[src/rtl/direction_deque.sv]
// Circular-buffer deque of 2-bit maze-solver move directions: push at the back,
// pop from either end. Optional sticky ovf/udf flags are built when DEQUE_ERR_FLAGS_EN is defined.
module direction_deque #(
  parameter int DEPTH = 256,
  parameter int AW    = $clog2(DEPTH)
) (
  input  logic       Clk,
  input  logic       Rst,
  input  logic       our_reset,
  input  logic       push,
  input  logic       pop_back,
  input  logic       pop_front,
  input  logic [1:0] dir,
  output logic [1:0] stack_out,
  output logic [1:0] front_out,
  output logic       front_valid,
  output logic       is_deque_empty,
  output logic       is_deque_full,
  output logic       ovf,
  output logic       udf
);

  typedef enum logic [2:0] {
    OP_NONE,
    OP_CLEAR,
    OP_POP_BACK,
    OP_POP_FRONT,
    OP_PUSH
  } op_e;

  localparam logic [AW:0] FULL_COUNT = (AW+1)'(DEPTH);

  logic [1:0]    mem [DEPTH];
  logic [AW-1:0] head;
  logic [AW-1:0] tail;
  logic [AW-1:0] tail_dec;
  logic [AW:0]   count;
  op_e           op;

  assign is_deque_empty = (count == '0);
  assign is_deque_full  = (count == FULL_COUNT);
  assign tail_dec       = tail - AW'(1);

  // One operation per edge; lower-priority requests are dropped without a flag.
  always_comb begin
    op = OP_NONE;
    if (our_reset)      op = OP_CLEAR;
    else if (pop_back)  op = OP_POP_BACK;
    else if (pop_front) op = OP_POP_FRONT;
    else if (push)      op = OP_PUSH;
  end

  // NOTE: the storage array has no reset; entries are only read after being written.
  always_ff @(posedge Clk) begin
    if (op == OP_PUSH && !is_deque_full) mem[tail] <= dir;
  end

  always_ff @(posedge Clk or posedge Rst) begin
    if (Rst) begin
      head        <= '0;
      tail        <= '0;
      count       <= '0;
      stack_out   <= 2'b00;
      front_out   <= 2'b00;
      front_valid <= 1'b0;
    end else begin
      front_valid <= 1'b0;
      case (op)
        OP_CLEAR: begin
          head      <= '0;
          tail      <= '0;
          count     <= '0;
          stack_out <= 2'b00;
          front_out <= 2'b00;
        end
        OP_POP_BACK: if (!is_deque_empty) begin
          stack_out <= mem[tail_dec];
          tail      <= tail_dec;
          count     <= count - (AW+1)'(1);
        end
        OP_POP_FRONT: if (!is_deque_empty) begin
          front_out   <= mem[head];
          head        <= head + AW'(1);
          count       <= count - (AW+1)'(1);
          front_valid <= 1'b1;
        end
        OP_PUSH: if (!is_deque_full) begin
          tail  <= tail + AW'(1);
          count <= count + (AW+1)'(1);
        end
        default: ;
      endcase
    end
  end

`ifdef DEQUE_ERR_FLAGS_EN
  always_ff @(posedge Clk or posedge Rst) begin
    if (Rst) begin
      ovf <= 1'b0;
      udf <= 1'b0;
    end else if (op == OP_CLEAR) begin
      ovf <= 1'b0;
      udf <= 1'b0;
    end else begin
      if (op == OP_PUSH && is_deque_full) ovf <= 1'b1;
      if ((op == OP_POP_BACK || op == OP_POP_FRONT) && is_deque_empty) udf <= 1'b1;
    end
  end
`else
  assign ovf = 1'b0;
  assign udf = 1'b0;
`endif

endmodule

[config.mk]
export PLATFORM = sky130hd
export DESIGN_NAME = direction_deque
export DESIGN_NICKNAME = d
export VERILOG_FILES = /design/src/rtl/direction_deque.sv
export SDC_FILE = /design/constraint.sdc
export NUM_CORES = 1
export LEC_CHECK = 0
export ABC_AREA = 1
export CAP_MARGIN = 20
export CORE_AREA = 5 5 275 277
export CTS_CLUSTER_SIZE = 30
export DETAILED_ROUTE_END_ITERATION = 16
export DIE_AREA = 0 0 280 282
export PLACE_DENSITY = 0.53
export SLEW_MARGIN = 25
export SYNTH_ARGS = -nofsm -noshare
export SYNTH_HDL_FRONTEND = slang
export SYNTH_SLANG_ARGS = --single-unit
[constraint.sdc]
create_clock -name Clk -period 3.15 [get_ports Clk]
set_input_delay 0.63 -clock Clk [delete_from_list [all_inputs] [get_ports Clk]]
set_output_delay 0.63 -clock Clk [all_outputs]
set_load 0.01 [all_outputs]
; ---- Word level (Yosys, flattened, before mapping)
; Memory sizes are Yosys's and may differ from the RTL's.
; Cells that the tools add are included.
[totals]
reg_bits = 30
ramBits = 512
inputBits = 8
out_inout_bits = 9
wordCells = 53
mem_count = 1
[op_classes]
addsub = 5
eq_ne = 9
mux = 20
n_reduce_logical = 12
[mem_list]
columns = name, depth, width, rd, rd_clocked_by_memory_dff, wr, line
row1 = mem, 256, 2, 2, 0, 1, 33  ; logic [1:0] mem [DEPTH];
[ops]
columns = cell, n
row1 = case mux 9 bit (3 select lines), 1
row2 = two-way mux 8 bit, 3
row3 = case mux 8 bit (3 select lines), 1
row4 = two-way mux 9 bit, 2
row5 = adder 8 x 1 -> 8 bit (second input constant), 2
row6 = case mux 8 bit (2 select lines), 1
row7 = two-way mux 3 bit, 4
row8 = adder 9 x 1 -> 9 bit (second input constant), 1
row9 = == test 9 bit (second input constant), 1
row10 = zero test 9 bit, 1
row11 = subtractor 9 x 1 -> 9 bit (second input constant), 1
row12 = inequality test 2 bit (second input constant), 4
row13 = case mux 2 bit (2 select lines), 2
row14 = subtractor 8 x 1 -> 8 bit (second input constant), 1
row15 = == test 3 x 2 -> 1 bit (second input constant), 2
row16 = AND reduction 3 bit, 2
row17 = nonzero test 3 bit, 2
row18 = two-way mux 1 bit, 4
row19 = two-way mux 2 bit, 2
row20 = AND reduction 2 bit, 2
row21 = nonzero test 2 bit, 2
row22 = == test 3 x 1 -> 1 bit (second input constant), 1
row23 = == test 3 bit (second input constant), 1
row24 = OR reduction 2 bit, 1
row25 = other kinds (2), 2

; ---- Longest topological paths before layout
; Gate-level depths: netlist of the first run.
[depth]
ltp_word = 8
ltp_mapped = 18
ltp_nobuf = 14

; ---- Worst setup path after synthesis of the first run
; Ideal clock, no wire load.
[synth_path]
path_kind = reg2reg
start = register tail[0]
end = register stack_out[0]
setup_time_ns = 0.117
t_arrival_ns = 2.470
required_time_ns = 3.033
slack_ns = 0.563
stages_incl_launch_ff = 19
n_path_buf = 6
synth_period_minus_slack_ns = 2.587
cell_sequence = dfrtp_1 -> buf_4 -> inv_2 -> buf_6 -> buf_6 -> buf_2 -> ha_1 -> inv_1 -> buf_2 -> buf_1 -> nand3_1 -> nand3_1 -> nand3_1 -> nand3_1 -> nand3_1 -> nand3_1 -> nand3_1 -> nand3_1 -> nand2_1
[synth_via]
elab_chain_len = 4
[synth_lines]
columns = item, line
row1 = start: declaration, 35  ; logic [AW-1:0] tail;
row2 = start signal: assignment, 78  ; tail <= tail_dec;
row3 = start signal: assignment, 88  ; tail <= tail + AW'(1);
row4 = subtractor 8 x 1 -> 8 bit, 42  ; assign tail_dec = tail - AW'(1);
row5 = memory (256 x 2 bit), -
row6 = two-way mux 2 bit, 76  ; OP_POP_BACK: if (!is_deque_empty) begin
row7 = case mux 2 bit (2 select lines), 68  ; case (op)
row8 = end signal: assignment, 77  ; stack_out <= mem[tail_dec];
row9 = end: declaration, 14  ; output logic [1:0] stack_out,
; Every way passes these cells. The select of a mux whose other input is x is not followed.
; A chain may end at the register's enable or synchronous reset.

; ---- Worst setup path after layout of the first run
[layout_path]
start = register tail[0]
end = memory mem[30][0] (enable)
[layout_lines]
columns = item, line
row1 = end: declaration, 33
; Straight into the memory's write port.

==> results of run 1 <==
-- metal layers --
metal | vias up | routed length [um] | part of all wire, % | track usage, %
met2 | 1427 | 47800 | 46 | 42.0
met1 | 12300 | 40600 | 39 | 33.0
met4 | 0 | 5540 | 5.4 | 12.9
met3 | 321 | 9460 | 9.1 | 4.94
met5 | - | 0 | 0 | 0
li1 | 11500 | - | - | -
-- worst min-delay path by stage --
stage | startpoint | to | cells past startpoint | slack, ps
global placement | stack_out[1]$_DFFE_PP0P_ | stack_out[1]$_DFFE_PP0P_ | 2 | 490
floorplan | count[7]$_DFFE_PP0P_ | count[7]$_DFFE_PP0P_ | 2 | 480
global route | dir[0] | mem[206][0]$_DFFE_PP_ | 1 | 400
CTS | dir[0] | mem[195][0]$_DFFE_PP_ | 1 | 370
detailed placement | stack_out[0]$_DFFE_PP0P_ | stack_out[0]$_DFFE_PP0P_ | 2 | 470
finish | dir[0] | mem[200][0]$_DFFE_PP_ | 1 | 400
-- sequential cells by signal (all words and copies together), names as in the netlist --
signal	count
count	9
front_out	2
front_valid	1
head	8
mem	512
stack_out	2
tail	8
-- through the flow --
step	power, mW	setup slack, ps
after floorplan	14.1	563
after global placement	18.1	50.8
after detailed placement	18.2	32.0
after CTS	25.5	6.06
after global routing	26.7	8.82
final	25.6	88.2
-- power groups by stage --
stage                     Sequential (mW)  Clock (mW)  Combinational (mW)
after floorplan                      8.21           0                5.85
after global placement               8.31           0                9.82
after detailed placement             8.31           0                9.87
after CTS                            8.16        7.45                9.90
after global routing                 8.18        7.75                10.7
final                                8.17        7.31                10.1
-- area by class of cell --
type / count / area (um^2) / share of cell area [%]
Multi-Input combinational cell: 2548 / 11300 / 35.1
Clock buffer: 70 / 1540 / 4.76
Sequential cell: 542 / 16100 / 49.9
Timing Repair Buffer: 138 / 1370 / 4.25
Clock inverter: 39 / 485 / 1.50
Tap cell: 959 / 1200 / 3.71
Inverter: 58 / 241 / 0.747
-- cells by family (layout without fill, tap and decap cells) --
family | count (synthesis) | count (layout) | synth area share, %
adder cells (fa/ha/maj) | 15 | 15 | 0.675
buffers and inverters | 319 | 305 | 5.11
AO/OA/AOI/OAI | 51 | 51 | 1.01
XOR/XNOR | 9 | 9 | 0.364
other | 1 | 2 | 0.0130
flip-flops | 542 | 542 | 55.8
AND/OR/NAND/NOR | 2471 | 2471 | 37.0
-- cell usage after synthesis (5+ instances only) --
cell type  instances  area share (%)
nand2_1         1158              15
nand3_1         1012              18
edfxtp_1         512              53
nor2_1           270             3.5
buf_2            117             2.0
clkbuf_1          74            0.96
inv_1             46            0.60
buf_1             44            0.57
dfrtp_1           30             2.6
buf_4             18            0.47
o21ai_0           18            0.31
a21oi_1           14            0.24
ha_1              14            0.61
nor3_1             9            0.16
buf_6              8            0.31
inv_2              8            0.10
o22ai_1            6            0.13
nor2_2             5            0.11
xor2_1             5            0.15
==> impl_metrics.yaml, run 1 <==
clock_tree:
  cts_tree: "yes"
  cts_root_buf: "clkbuf_16"
  h-tree-depth: 2
  clk-insertion-delay-late_ps: 660
  cts_buffer_depth: 3
  post-cts-setup-buffers: 0
  path_clk_slew_ps: 70
  cts_hold_buf: 0
  numClockSinks: 542
  cts.repair.resized: 0
  cts_buffers: 60
floorplan:
  row_count: 99
  die_area_um2: 79000
  coreArea_um2: 72600
  io_pins: 17
  start_util_pct: 39.8
  die_y_um: 282
  dieWidth_um: 280
final_layout:
  final_common_cell: "nand2_1"
  stdcell_count: 4354
  utilization_pct: 44.5
  synthToLayoutAreaGrowth_pct: 11.8
  fin_nets: 3371
  fin_area_um2: 32300
  final_cell_mix: "1158 x nand2_1, 1012 x nand3_1, 512 x edfxtp_1"
  diodes: 0
  drive_gt1_share_pct: 7.45
  n_fill_cell: 7029
drt:
  dr.first_iter.drc_count: 2878
  drc: 0
  viasPerCell: 5.88
  vias: 25600
  wire_per_inst_um: 23.7
  ant_nets: 0
  drt_first_pass_iters: 6
  routed_wl_um: 103000
synth:
  syn_avg_cell_area_um2: 8.48
  synth_edf_count: 512
  ys_ff_latch: 542
  ys_async_sr_fraction_pct: 5.54
  yosys_warnings: 0
  synthFlopType: "edfxtp_1"
  syn_inst: 3408
  synth.cell_area_um2: 28900
  yosysSeqAreaShare_pct: 55.8
  synth_cell_types: 43
power:
  leakage_nw: 12.0
  combPwrFrac_pct: 39.5
  seqPwrFrac_pct: 31.9
  p_sw_mw: 10.4
  power.share.switching_pct: 40.7
  max-vdd-ir-drop_v: 0.000605
  intPower_mw: 15.2
  clockPowerShare_pct: 28.6
  p_per_area_nw_per_um2: 792
timing:
  grt_setup_unrepaired: "false"
  fmax_mhz: 327
  finClkSkew_ps: 32.8
  worstMarginPinSlew_ps: 1120
  holdWs_ps: 398
  setup_tns_ps: 0
  hold_viol: 0
  drv_slew: 0
  fin_crit_ps: 3060
  period_share_pct: 97.2
  finalSetupViolations: 0
  slew_headroom_pct: 25.3
grt:
  grt_pass1_wl_um: 155000
  grt-ovfl-total: 0
  grt_pass1_vias: 25300
  grt_max_degree: 185
  track_usage_pct: 25.7
  antenna_found_initial: 0
critical_path:
  critPathCaptureType: "flip-flop"
  cpPeakStageDelay_ps: 680
  cp_num_cells: 6
  worstSetupPathType: "reg -> reg"
  worstPathCellList: "inv_8 > buf_4 > ha_1 > nand2_1 > buf_4 > nor2_1"
  critPathArrivalTime_ps: 3390
  crit_path_max_fanout: 75
  cp-start-kind: "flip-flop"
  cp_slowest_cell: "buf_4"
  cp_top_family: "buffers and inverters"
  crit_path_frequent_cell: "buf_4"
  cp-startpoint: "tail[0]$_DFFE_PP0P_"
  critPathBufInv: 3
  required_ps: 3470
  reg2reg_to: "mem[30][0]$_DFFE_PP_"
  r2r_slack_ps: 90
  rr_worst_depth: 6
  r2r_start: "tail[0]$_DFFE_PP0P_"
  worstSetupEndpoint: "mem[30][0]$_DFFE_PP_"
placed_design:
  dp_hpwl_um: 62400
  dpl_cell_area_um2: 30300
  numPlacedInstances: 4245
  port_buffers: 14
  routabilityCongestion: 0.900
job:
  cap_violations: 0
worst_hold_path:
  min_path_type: "in -> reg"
outcome:
  status: "finished, final reports clean"
Power figures use the tool's default switching activity.
==> run 2: changes to the inputs <==
--- a/config.mk
+++ b/config.mk
@@ -11,6 +11,7 @@
 export CTS_CLUSTER_SIZE = 30
 export DETAILED_ROUTE_END_ITERATION = 16
 export DIE_AREA = 0 0 280 282
+export GPL_ROUTABILITY_DRIVEN = 0
 export PLACE_DENSITY = 0.53
 export SLEW_MARGIN = 25
 export SYNTH_ARGS = -nofsm -noshare
==> impl_metrics.yaml, run 2 (synthesis results as in run 1) <==
outcome:
  status: "finished, final reports clean"
grt:
  grtUsageMet1_pct: 34.1
  antenna_found_initial: 0
  use_met3_pct: 4.63
  use_met2_pct: 41.1
  grt_pass1_wl_um: 153000
  track_usage_pct: 25.5
  grt_pass1_vias: 24800
  grt-busiest-layer: "met2"
  grt-ovfl-total: 0
  grt_max_degree: 159
floorplan:
  row_count: 99
  start_util_pct: 39.8
  die_y_um: 282
  dieWidth_um: 280
  die_area_um2: 79000
  coreArea_um2: 72600
  io_pins: 17
timing:
  period_share_pct: 97.2
  grt_setup_unrepaired: "false"
  holdWs_ps: 441
  worstMarginPinSlew_ps: 942
  fin_crit_ps: 3060
  finalSetupViolations: 0
  fmax_mhz: 327
  finClkSkew_ps: 17.3
  hold_viol: 0
  slew_headroom_pct: 37.2
  drv_slew: 0
  setup_tns_ps: 0
final_layout:
  diodes: 0
  n_fill_cell: 6944
  regMostFlops: "mem"
  final_common_cell: "nand2_1"
  stdcell_count: 4348
  drive_gt1_share_pct: 7.52
  fin_nets: 3365
  largestRegisters: "mem x512, count x9"
  register_area_um2: 16100
  final_cell_mix: "1158 x nand2_1, 1012 x nand3_1, 512 x edfxtp_1"
  fin_area_um2: 32500
  utilization_pct: 44.8
  synthToLayoutAreaGrowth_pct: 12.5
  largest_register_ffs: 512
  multi_input_area_um2: 11300
clock_tree:
  cts_root_buf: "clkbuf_16"
  cts_buffer_depth: 3
  h-tree-depth: 3
  path_clk_slew_ps: 70
  post-cts-setup-buffers: 0
  cts_tree: "yes"
  cts_buffers: 66
  cts_hold_buf: 0
  cts.repair.resized: 0
  clk-insertion-delay-late_ps: 610
  numClockSinks: 542
drt:
  viasPerCell: 5.87
  drc: 0
  wire_per_inst_um: 23.5
  routed_wl_um: 102000
  ant_nets: 0
  vias: 25500
  dr.first_iter.drc_count: 3083
  drt_first_pass_iters: 6
critical_path:
  crit_path_max_fanout: 68
  cp-start-kind: "flip-flop"
  critPathCaptureType: "flip-flop"
  worstSetupPathType: "reg -> reg"
  rr_worst_depth: 13
  r2r_start: "tail[1]$_DFFE_PP0P_"
  worstSetupEndpoint: "stack_out[1]$_DFFE_PP0P_"
  required_ps: 3630
  reg2reg_to: "stack_out[1]$_DFFE_PP0P_"
  critPathArrivalTime_ps: 3540
  cp-startpoint: "tail[1]$_DFFE_PP0P_"
  r2r_slack_ps: 90
power:
  seqPwrFrac_pct: 31.1
  combPwrFrac_pct: 38.4
  intPower_mw: 15.8
  leakage_nw: 12.1
  p_per_area_nw_per_um2: 807
  power.share.switching_pct: 39.9
  p_sw_mw: 10.5
  max-vdd-ir-drop_v: 0.000623
  clockPowerShare_pct: 30.4
placed_design:
  dpl_cell_area_um2: 30200
  port_buffers: 14
  numPlacedInstances: 4233
  dp_hpwl_um: 61500
worst_hold_path:
  min_path_type: "in -> async"
job:
  cap_violations: 0
-- run 2: cell count changes in the layout (fill, tap and decap cells not counted) --
cell and change:
clkinv_2 +2, clkinv_1 -7, xnor2_4 -1, clkinv_8 -1, clkbuf_16 +9, bufinv_16 +1, nor2_2 +1, clkinvlp_4 +1
buf_12 +5, xnor2_2 +1, nor2_1 -1, clkinv_4 +1, buf_4 -17
-- run 2: worst min-delay path by stage --
stage,depth (start not counted),end,from
6_report,3,count[2]$_DFFE_PP0P_,Rst
5_1_grt,3,count[2]$_DFFE_PP0P_,Rst
4_1_cts,3,count[2]$_DFFE_PP0P_,Rst
3_5_place_dp,2,stack_out[0]$_DFFE_PP0P_,stack_out[0]$_DFFE_PP0P_
3_3_place_gp,2,stack_out[0]$_DFFE_PP0P_,stack_out[0]$_DFFE_PP0P_
2_1_floorplan,2,count[7]$_DFFE_PP0P_,count[7]$_DFFE_PP0P_
-- run 2: cell type report --
cell class                 instances  area share [%]
sequential                       542            49.6
timing repair buffer             126            4.14
inverter                          58           0.743
clock inverter                    36            1.54
tap                              959            3.69
clock buffer                      79            5.43
multi-input combinational       2548            34.8
-- run 2: stage by stage --
| step | setup slack (ps) | power (mW) |
|---|---|---|
| after floorplan | 563 | 14.1 |
| after global placement | 55.2 | 18.1 |
| after detailed placement | 35.8 | 18.1 |
| after CTS | 108 | 26.1 |
| after global routing | 6.08 | 27.3 |
| final | 89.6 | 26.2 |
-- run 2: routing by layer --
layer / vias to the layer above / wire [um]
li1: 11500 / -
met1: 12300 / 41400
met2: 1404 / 47100
met3: 275 / 9250
met4: 0 / 4570
met5: - / 0
-- run 2: critical path: stages, from the launching register on --
cell and delay, ps:
dfrtp_1 440, inv_1 190, ha_4 350, buf_12 380, buf_4 350, nand3_1 130, nand3_1 100, nand3_1 90
nand3_1 180, nand3_1 90, nand3_1 170, nand3_1 150, nand3_1 210, nand2_1 90
-- run 2: power groups by stage --
stage | clock [mW] | combinational [mW] | sequential (mW)
2_1_floorplan | 0 | 5.85 | 8.21
3_3_place_gp | 0 | 9.77 | 8.30
3_5_place_dp | 0 | 9.82 | 8.30
4_1_cts | 8.12 | 9.86 | 8.15
5_1_grt | 8.43 | 10.7 | 8.17
6_report | 7.99 | 10.1 | 8.16
